**src/rtl/pipelined_prefix_adder_if.sv**
```systemverilog
// Stream bundle for the pipelined prefix adder: operand beat in, result beat out.
// The adder is the slave; whoever feeds operands and drains results is the master.
interface pipelined_prefix_adder_if #(
    parameter int WIDTH = 8
);
    logic             in_valid;
    logic             in_ready;
    logic [WIDTH-1:0] in_x;
    logic [WIDTH-1:0] in_y;
    logic             in_cin;
    logic             in_sub;
    logic             out_valid;
    logic             out_ready;
    logic [WIDTH-1:0] out_sum;
    logic             out_cout;
    logic             out_ovf;
    logic             out_zero;

    modport master (
        output in_valid, in_x, in_y, in_cin, in_sub, out_ready,
        input  in_ready, out_valid, out_sum, out_cout, out_ovf, out_zero
    );

    modport slave (
        input  in_valid, in_x, in_y, in_cin, in_sub, out_ready,
        output in_ready, out_valid, out_sum, out_cout, out_ovf, out_zero
    );
endinterface

```
**src/rtl/pipelined_prefix_adder.sv**
```systemverilog
// Pipelined Kogge-Stone adder/subtractor with valid/ready stream handshake.
// Carry-in is folded into bit 0's generate, so the final group generates are the carries.
module pipelined_prefix_adder #(
    parameter int WIDTH      = 8,
    parameter int PIPE_EVERY = 1
) (
    input  logic                   clk,
    input  logic                   rst,
    pipelined_prefix_adder_if.slave bus
);
    localparam int LEVELS = $clog2(WIDTH);
    localparam int NP     = 1 << LEVELS;

    // One global enable: a stalled output freezes every stage, bubbles included.
    logic advance;
    assign advance      = ~(bus.out_valid & ~bus.out_ready);
    assign bus.in_ready = advance;

    logic             v0;
    logic [WIDTH-1:0] x0;
    logic [WIDTH-1:0] yp0;
    logic             c00;

    // NOTE: state uses non-blocking assignments so every register samples pre-edge values.
    // NOTE: only valid bits are reset; stale data behind a cleared valid is never observed.
    always_ff @(posedge clk) begin
        if (rst) begin
            v0 <= 1'b0;
        end else if (advance) begin
            v0  <= bus.in_valid;
            x0  <= bus.in_x;
            yp0 <= bus.in_sub ? ~bus.in_y : bus.in_y;
            c00 <= bus.in_sub ^ bus.in_cin;
        end
    end

    logic [NP-1:0] g0;
    logic [NP-1:0] p0;

    // NOTE: defaults first in every always_comb, so no path leaves a bit unassigned (no latch).
    always_comb begin
        g0             = '0;
        p0             = '0;
        g0[WIDTH-1:0]  = x0 & yp0;
        p0[WIDTH-1:0]  = x0 | yp0;
        g0[0]          = g0[0] | (p0[0] & c00);
    end

    for (genvar k = 0; k < LEVELS; k++) begin : lvl
        localparam int D = 1 << k;

        logic [NP-1:0]    g_in, p_in, g_nx, p_nx, g_out, p_out;
        logic [WIDTH-1:0] h_in, h_out;
        logic             c_in, c_out, v_in, v_out;

        if (k == 0) begin : src
            assign g_in = g0;
            assign p_in = p0;
            assign h_in = x0 ^ yp0;
            assign c_in = c00;
            assign v_in = v0;
        end else begin : src
            assign g_in = lvl[k-1].g_out;
            assign p_in = lvl[k-1].p_out;
            assign h_in = lvl[k-1].h_out;
            assign c_in = lvl[k-1].c_out;
            assign v_in = lvl[k-1].v_out;
        end

        always_comb begin
            g_nx = g_in;
            p_nx = p_in;
            for (int i = D; i < NP; i++) begin
                g_nx[i] = g_in[i] | (p_in[i] & g_in[i-D]);
                p_nx[i] = p_in[i] & p_in[i-D];
            end
        end

        // The last level always feeds the output register directly, never a stage register.
        if ((k <= LEVELS - 2) && (((k + 1) % PIPE_EVERY) == 0)) begin : pipe
            always_ff @(posedge clk) begin
                if (rst) begin
                    v_out <= 1'b0;
                end else if (advance) begin
                    v_out <= v_in;
                    g_out <= g_nx;
                    p_out <= p_nx;
                    h_out <= h_in;
                    c_out <= c_in;
                end
            end
        end else begin : thru
            assign v_out = v_in;
            assign g_out = g_nx;
            assign p_out = p_nx;
            assign h_out = h_in;
            assign c_out = c_in;
        end
    end

    logic [NP-1:0]    g_f;
    logic [NP-1:0]    p_f;
    logic [WIDTH-1:0] h_f;
    logic             c_f;
    logic             v_f;
    logic [WIDTH:0]   carry;
    logic [WIDTH-1:0] sum;

    assign g_f   = lvl[LEVELS-1].g_out;
    assign p_f   = lvl[LEVELS-1].p_out;
    assign h_f   = lvl[LEVELS-1].h_out;
    assign c_f   = lvl[LEVELS-1].c_out;
    assign v_f   = lvl[LEVELS-1].v_out;
    assign carry = {g_f[WIDTH-1:0], c_f};
    assign sum   = h_f ^ carry[WIDTH-1:0];

    // Group propagates of the last level and padded generate bits have no consumer.
    logic unused_prefix;
    assign unused_prefix = &{1'b0, p_f, g_f};

    always_ff @(posedge clk) begin
        if (rst) begin
            bus.out_valid <= 1'b0;
            bus.out_sum   <= '0;
            bus.out_cout  <= 1'b0;
            bus.out_ovf   <= 1'b0;
            bus.out_zero  <= 1'b0;
        end else if (advance) begin
            bus.out_valid <= v_f;
            if (v_f) begin
                bus.out_sum  <= sum;
                bus.out_cout <= carry[WIDTH];
                bus.out_ovf  <= carry[WIDTH] ^ carry[WIDTH-1];
                bus.out_zero <= (sum == '0);
            end
        end
    end
endmodule

```
**src/flat_wrapper.sv**
```systemverilog
// flat-port wrapper written by rule: the top's interface ports become plain ports
module pipelined_prefix_adder_flat 
#(
    parameter int WIDTH      = 8,
    parameter int PIPE_EVERY = 1
)
  (clk, rst, bus_in_valid, bus_in_x, bus_in_y, bus_in_cin, bus_in_sub, bus_out_ready, bus_in_ready, bus_out_valid, bus_out_sum, bus_out_cout, bus_out_ovf, bus_out_zero);
  pipelined_prefix_adder_if #(.WIDTH(WIDTH)) bus_i ();
  input  logic clk;
  input  logic rst;
  input wire logic [$bits(bus_i.in_valid)-1:0] bus_in_valid;
  input wire logic [$bits(bus_i.in_x)-1:0] bus_in_x;
  input wire logic [$bits(bus_i.in_y)-1:0] bus_in_y;
  input wire logic [$bits(bus_i.in_cin)-1:0] bus_in_cin;
  input wire logic [$bits(bus_i.in_sub)-1:0] bus_in_sub;
  input wire logic [$bits(bus_i.out_ready)-1:0] bus_out_ready;
  output wire logic [$bits(bus_i.in_ready)-1:0] bus_in_ready;
  output wire logic [$bits(bus_i.out_valid)-1:0] bus_out_valid;
  output wire logic [$bits(bus_i.out_sum)-1:0] bus_out_sum;
  output wire logic [$bits(bus_i.out_cout)-1:0] bus_out_cout;
  output wire logic [$bits(bus_i.out_ovf)-1:0] bus_out_ovf;
  output wire logic [$bits(bus_i.out_zero)-1:0] bus_out_zero;
  assign bus_i.in_valid = bus_in_valid;
  assign bus_i.in_x = bus_in_x;
  assign bus_i.in_y = bus_in_y;
  assign bus_i.in_cin = bus_in_cin;
  assign bus_i.in_sub = bus_in_sub;
  assign bus_i.out_ready = bus_out_ready;
  assign bus_in_ready = bus_i.in_ready;
  assign bus_out_valid = bus_i.out_valid;
  assign bus_out_sum = bus_i.out_sum;
  assign bus_out_cout = bus_i.out_cout;
  assign bus_out_ovf = bus_i.out_ovf;
  assign bus_out_zero = bus_i.out_zero;
  pipelined_prefix_adder #(.WIDTH(WIDTH), .PIPE_EVERY(PIPE_EVERY)) u_core (.clk(clk), .rst(rst), .bus(bus_i));
endmodule
```
**config.mk**
```make
export PLATFORM = sky130hd
export DESIGN_NAME = pipelined_prefix_adder_flat
export DESIGN_NICKNAME = d
export VERILOG_FILES = /design/src/rtl/pipelined_prefix_adder_if.sv /design/src/rtl/pipelined_prefix_adder.sv /design/src/flat_wrapper.sv
export SDC_FILE = /design/constraint.sdc
export NUM_CORES = 1
export LEC_CHECK = 0
export ABC_AREA = 1
export BUFFER_PORTS_ARGS = -buffer_cell sky130_fd_sc_hd__buf_2
export CAP_MARGIN = 20
export CORE_AREA = 3 3 92 94
export DETAILED_ROUTE_END_ITERATION = 8
export DIE_AREA = 0 0 95 97
export GPL_ROUTABILITY_DRIVEN = 0
export GPL_TIMING_DRIVEN = 0
export PLACE_DENSITY_LB_ADDON = 0.2
export SYNTH_ARGS = -nofsm -noshare
export SYNTH_HDL_FRONTEND = slang
export SYNTH_SLANG_ARGS = --single-unit
export TNS_END_PERCENT = 100
```
**constraint.sdc**
```tcl
create_clock -name clk -period 6.4 [get_ports clk]
set_input_delay 0.64 -clock clk [delete_from_list [all_inputs] [get_ports clk]]
set_output_delay 0.64 -clock clk [all_outputs]
set_load 0.02 [all_outputs]
```
==> metrics.cfg, run 1 <==
[timing]
fin_ws_ns = 4.44
period_needed_ns = 1.96
hold_viol = 0
setup_tns_ns = 0
finalClockSkew_ns = 0.00811
max_freq_mhz = 510
worstMarginPinSlew_ns = 0.977
setup-violations-final = 0
rsz0062_at_grt = no
min_period_over_period_pct = 30.6
report.final.slew_viol_count = 0
maxSlewHeadroom_pct = 34.7

[worst_setup_path]
crit_chain = buf_2 > inv_1 > nand2_4 > inv_1 > nor2_4 > buf_12
rrSetupSlack_ns = 4.52
path_max_fanout = 34
cp-start-kind = input pin
critPathSlowestCell = nor2_4
cp.arrival_ns = 2.00
crit_type = in2reg
regToRegEndpoint = u_core.x0[7]
crit_required_ns = 6.44
cpMostUsedCell = inv_1
r2r-start = u_core.bus.out_valid
reg2reg_depth = 4
endpoint_kind = flip-flop
cpPeakStageDelay_ns = 0.75

[floorplan]
die_h_um = 97
die_w_um = 95
start_util_pct = 40.0
coreArea_mm2 = 0.00773
rows = 32
die-area_mm2 = 0.00922
ios = 35

[logic_synthesis]
ys_warn_count = 0
syn_nets = 285
synth-seq-cells = 76
synth-async-reset-ratio_pct = 0
synth_edf_count = 61
synth_flop_cell = edfxtp_1
synthCells = 247
avgSynthCellArea_um2 = 12.5
yosysTopAreaCell = edfxtp_1
synth_commonest_cells = edfxtp_1, inv_1, nand2_1
ys_seq_area_share_pct = 69.0
synth.area.top_cells = edfxtp_1, dfxtp_1, ha_1, inv_1, nand2_1
ys_types = 22
synth_top_area_share_pct = 59.3
yosysMostFrequentCell = edfxtp_1
synth_area_mm2 = 0.00309

[clocking]
cts_root_buffer = clkbuf_8
ctsHtreeMaxLevel = 3
cts-resized-gates = 0
post_cts_buffers = 0
clk_pin_slew_ns = 0.07
cts_made_buffers = 9
cts_tree = done
ctsHoldBuffers = 0
cts.sinks = 76
clockBufferDepth = 2
clkLatencyLatePin_ns = 0.34

[grt]
antenna_found_initial = 0
grt_overflow_total = 0
grt_pass1_vias = 1640
grt_max_degree = 35
track_usage_pct = 10.4
grt_pass1_wl_mm = 7.24

[route]
firstDrtPassIters = 4
vias = 1682
drt_drc_violations_left = 0
drtIter0Drc = 116
wl_mm = 4.12
wl_per_cell_um = 10.3
viasPerCell = 4.23
antenna_left = 0

[cells_and_area]
drive_gt1_share_pct = 19.6
finalNetCount = 330
fin_cells = 398
finalInstanceArea_mm2 = 0.00359
num_antenna_cells = 0
final_core_util_pct = 46.4
area_growth_pct = 16.2

[placement]
dpl.hpwl_mm = 2.97
placed_cell_area_mm2 = 0.00341
place_inst = 383
post-place-ws_ns = 4.06
port_buffers = 33

[hold_path]
holdPathStages = 0
worstHoldPathType = reg2reg
min_from = u_core.lvl[0].h_out[0]
hold_end = u_core.h_f[0]

[power_and_ir_drop]
pwr-share-seq_pct = 59.1
pwr-share-clk_pct = 33.2
combPwrFrac_pct = 7.7
leakagePower_uw = 0.00161
internal_power_uw = 785
ir_drop_uv = 163
p_sw_uw = 221
powerDensity_mw_per_mm2 = 280
power.share.switching_pct = 22.0

[run_status]
status = finished clean

[job]
cap_violations = 0

## critical path: cells and delay by family
| family | cells | cell delay, ns |
|---|---|---|
| and+or+nand+nor | 2 | 0.84 |
| buffers and inverters | 4 | 0.50 |
## routing by layer
layer,wire length [µm],track usage (%),vias to the layer above
li1,-,-,899
met1,1840,11.9,734
met2,1880,16.2,42
met3,327,5.37,7
met4,78,4.33,0
met5,0,0,-
## layout by cell type, fill, tap and decap left out, types with 3 or more instances in the layout
| master | count |
|---|---|
| ha_1 | 16 |
| a21oi_1 | 6 |
| buf_2 | 35 |
| o21ai_0 | 15 |
| clkbuf_8 | 9 |
| a21o_1 | 5 |
| edfxtp_1 | 61 |
| clkinv_2 | 3 |
| inv_1 | 43 |
| nand2_1 | 36 |
| xor2_1 | 11 |
| dfxtp_1 | 15 |
| nor2_1 | 20 |
## worst max-delay path by stage
| stage | start | end |
|---|---|---|
| detailed placement | bus_out_ready | u_core.x0[7] |
| global route | bus_out_ready | u_core.lvl[0].g_out[3] |
| finish | bus_out_ready | u_core.x0[7] |
| global placement | bus_out_ready | u_core.x0[7] |
| floorplan | bus_out_ready | u_core.c00 |
| CTS | bus_out_ready | u_core.lvl[0].g_out[3] |
## cell families after synthesis
group / count (synthesis) / synth area share, %
DFF: 76 / 69.0
and+or+nand+nor: 62 / 8.51
buffers and inverters: 47 / 6.04
AOI/OAI and AO/OA: 33 / 6.24
adders and majority gates: 16 / 6.48
xor gates and xnor gates: 13 / 3.69
## state kept, by name, indices dropped and copies added, names as in the netlist, 2 cells and up
register / flops
u_core.lvl.p_out: 10
u_core.lvl.v_out: 2
u_core.lvl.h_out: 8
u_core.x0: 8
u_core.yp0: 8
u_core.lvl.g_out: 16
u_core.h_f: 8
u_core.bus.out_sum: 8
## power by group through the flow
| stage | sequential (µW) | combinational [µW] | clock, µW |
|---|---|---|---|
| 4_1_cts | 596 | 79.4 | 345 |
| 3_3_place_gp | 608 | 75.1 | 0 |
| 3_5_place_dp | 607 | 78.6 | 0 |
| 6_report | 595 | 77.6 | 334 |
| 5_1_grt | 600 | 92.3 | 367 |
| 2_1_floorplan | 607 | 50.3 | 0 |
## through the flow
step	hold slack [ns]	power [µW]
2_1_floorplan	0.400	657
3_3_place_gp	0.405	683
3_5_place_dp	0.410	685
4_1_cts	0.426	1020
5_1_grt	0.430	1060
6_report	0.424	1010
## area by class of cell
| cell class | instances | area, µm² |
|---|---|---|
| inverters | 44 | 165 |
| clock inverters | 6 | 56.3 |
| repair buffers | 34 | 185 |
| multi-input cells | 124 | 777 |
| fillers | 724 | 4140 |
| well taps | 102 | 128 |
| clock buffers | 9 | 124 |
| flip-flops and latches | 76 | 2130 |
| plain buffers | 3 | 21.3 |
Note: power is estimated with default switching activity, not from simulation.
==> run 2: changes to the inputs <==
==> constraint.sdc (replaced) <==
create_clock -name clk -period 1.9 [get_ports clk]
set_input_delay 0.19 -clock clk [delete_from_list [all_inputs] [get_ports clk]]
set_output_delay 0.19 -clock clk [all_outputs]
set_load 0.02 [all_outputs]
==> metrics.cfg, run 2 (same netlist as run 1, synthesis figures left out) <==
[run_status]
status = finished clean  ; unchanged

[worst_setup_path]
cp.arrival_ns = 1.48  ; was 2.00 ns
crit_type = reg2reg  ; was in2reg
crit_required_ns = 1.86  ; was 6.44 ns
path_max_fanout = 17  ; was 34
rrSetupSlack_ns = 0.37  ; was 4.52 ns
cp-start-kind = flip-flop  ; was input pin
crit_buf_inv = 1  ; was 4
cpPeakStageDelay_ns = 0.63  ; was 0.75 ns
crit_chain = nand2_4 > inv_2 > nor2_2  ; was buf_2 > inv_1 > nand2_4 > inv_1 > nor2_4 > buf_12
critPathSlowestCell = nor2_2  ; was nor2_4
critPathTopFamily = simple AND/OR/NAND/NOR gates  ; unchanged
endpoint_kind = flip-flop  ; unchanged

[grt]
grt_pass1_wl_mm = 6.98  ; was 7.24 mm
grt_pass1_vias = 1613  ; was 1640
grt_max_degree = 36  ; was 35
grt_overflow_total = 0  ; unchanged
track_usage_pct = 9.93  ; was 10.4%
antenna_found_initial = 0  ; unchanged

[cells_and_area]
final_cell_mix = edfxtp_1, inv_1, nand2_1, buf_2, nor2_1  ; unchanged
reg.largest.list = u_core.lvl.g_out x16, u_core.lvl.p_out x10  ; unchanged
final_common_cell = edfxtp_1  ; unchanged
top_register = u_core.lvl.g_out  ; unchanged
finalNetCount = 331  ; was 330
area_growth_pct = 15.6  ; was 16.2%
drive_gt1_share_pct = 19.5  ; was 19.6%
num_antenna_cells = 0  ; unchanged
fill_cells = 728  ; was 724
fin_cells = 400  ; was 398
largest_reg_flops = 16  ; unchanged

[timing]
fin_ws_ns = 0.373  ; was 4.44 ns
setup-violations-final = 0  ; unchanged
hold_viol = 0  ; unchanged
max_freq_mhz = 655
report.final.slew_viol_count = 0  ; unchanged
maxSlewHeadroom_pct = 45.4  ; was 34.7%
rsz0062_at_grt = no  ; unchanged
period_needed_ns = 1.53
worstMarginPinSlew_ns = 0.818  ; was 0.977 ns
worst_hold_slack_ns = 0.0246  ; was 0.424 ns
min_period_over_period_pct = 80.4
finalClockSkew_ns = 0.00848  ; was 0.00811 ns

[hold_path]
worstHoldPathType = in2reg  ; was reg2reg

[route]
drtIter0Drc = 106  ; was 116
vias = 1685  ; was 1682
wl_per_cell_um = 10.3  ; about the same
drt_drc_violations_left = 0  ; unchanged
wl_mm = 4.12  ; about the same
antenna_left = 0  ; unchanged
viasPerCell = 4.21  ; was 4.23
firstDrtPassIters = 4  ; unchanged

[floorplan]
die_h_um = 97  ; unchanged
ios = 35  ; unchanged
coreArea_mm2 = 0.00773  ; unchanged
start_util_pct = 40.0  ; unchanged
die_w_um = 95  ; unchanged
die-area_mm2 = 0.00922  ; unchanged
rows = 32  ; unchanged

[job]
cap_violations = 0  ; unchanged

[clocking]
clk_pin_slew_ns = 0.08  ; was 0.07 ns
ctsHoldBuffers = 0  ; unchanged
cts.sinks = 76  ; unchanged
cts_root_buffer = clkbuf_8  ; unchanged
post_cts_buffers = 0  ; unchanged
ctsHtreeMaxLevel = 3  ; unchanged
clockBufferDepth = 2  ; unchanged
clkLatencyLatePin_ns = 0.33  ; was 0.34 ns
cts_made_buffers = 9  ; unchanged
cts_tree = done  ; unchanged
cts-resized-gates = 0  ; unchanged

[power_and_ir_drop]
ir_drop_uv = 382  ; was 163 µV
finalPower_uw = 3240  ; was 1010 µW
powerDensity_mw_per_mm2 = 909  ; was 280 mW/mm²
leakagePower_uw = 0.00159  ; was 0.00161 µW

[placement]
place_inst = 383  ; unchanged
post-place-ws_ns = 0.0152  ; was 4.06 ns
dpl.hpwl_mm = 2.87  ; was 2.97 mm
port_buffers = 33  ; unchanged

[run 2: cell count changes in the layout (fill, tap and decap cells not counted), sizes merged]
cell / change
clkinvlp: -1
bufinv: -1
clkbuf: +3
nor2: +1
[run 2: path summary, 6_finish.rpt]
kind / from / to / cells past startpoint
hold / removal: bus_in_x[7] / u_core.x0[7] / 1
setup / recovery: u_core.bus.out_valid / u_core.lvl[1].g_out[2] / 3
hold reg to reg: u_core.lvl[0].h_out[1] / u_core.h_f[1] / 0
setup reg to reg: u_core.bus.out_valid / u_core.lvl[1].g_out[2] / 3
[run 2: layout make-up]
class | count | area (µm²) | area share [%]
Sequential cell | 76 | 2130 | 59.8
Multi-Input combinational cell | 125 | 783 | 21.9
Timing Repair Buffer | 34 | 185 | 5.19
Inverter | 44 | 165 | 4.63
Clock buffer | 12 | 135 | 3.79
Tap cell | 102 | 128 | 3.58
Buffer | 3 | 21.3 | 0.596
Clock inverter | 4 | 17.5 | 0.491
[run 2: power by group]
part           switching (µW)  internal [µW]  leakage, µW  total [µW]
Clock                     516            462    0.0000792         978
Sequential               51.8           1950     0.000719        2000
Combinational             157            107     0.000797         264
Total                     725           2520      0.00159        3240
[run 2: metrics by stage]
stage,cell area [µm²],TNS [ns],util [%]
6_report,3570,0,46.2
5_1_grt,3570,0,46.2
4_1_cts,3560,0,46.1
3_5_place_dp,3410,0,44.1
3_3_place_gp,3390,-15.17,43.9
2_1_floorplan,3100,0,-
[run 2: routing by layer]
layer	wire length (µm)	GRT usage, %	up-vias
met5	0	0	-
met1	1950	12.5	736
met3	251	2.95	7
met2	1840	14.9	38
met4	82	5.99	0
li1	-	-	904
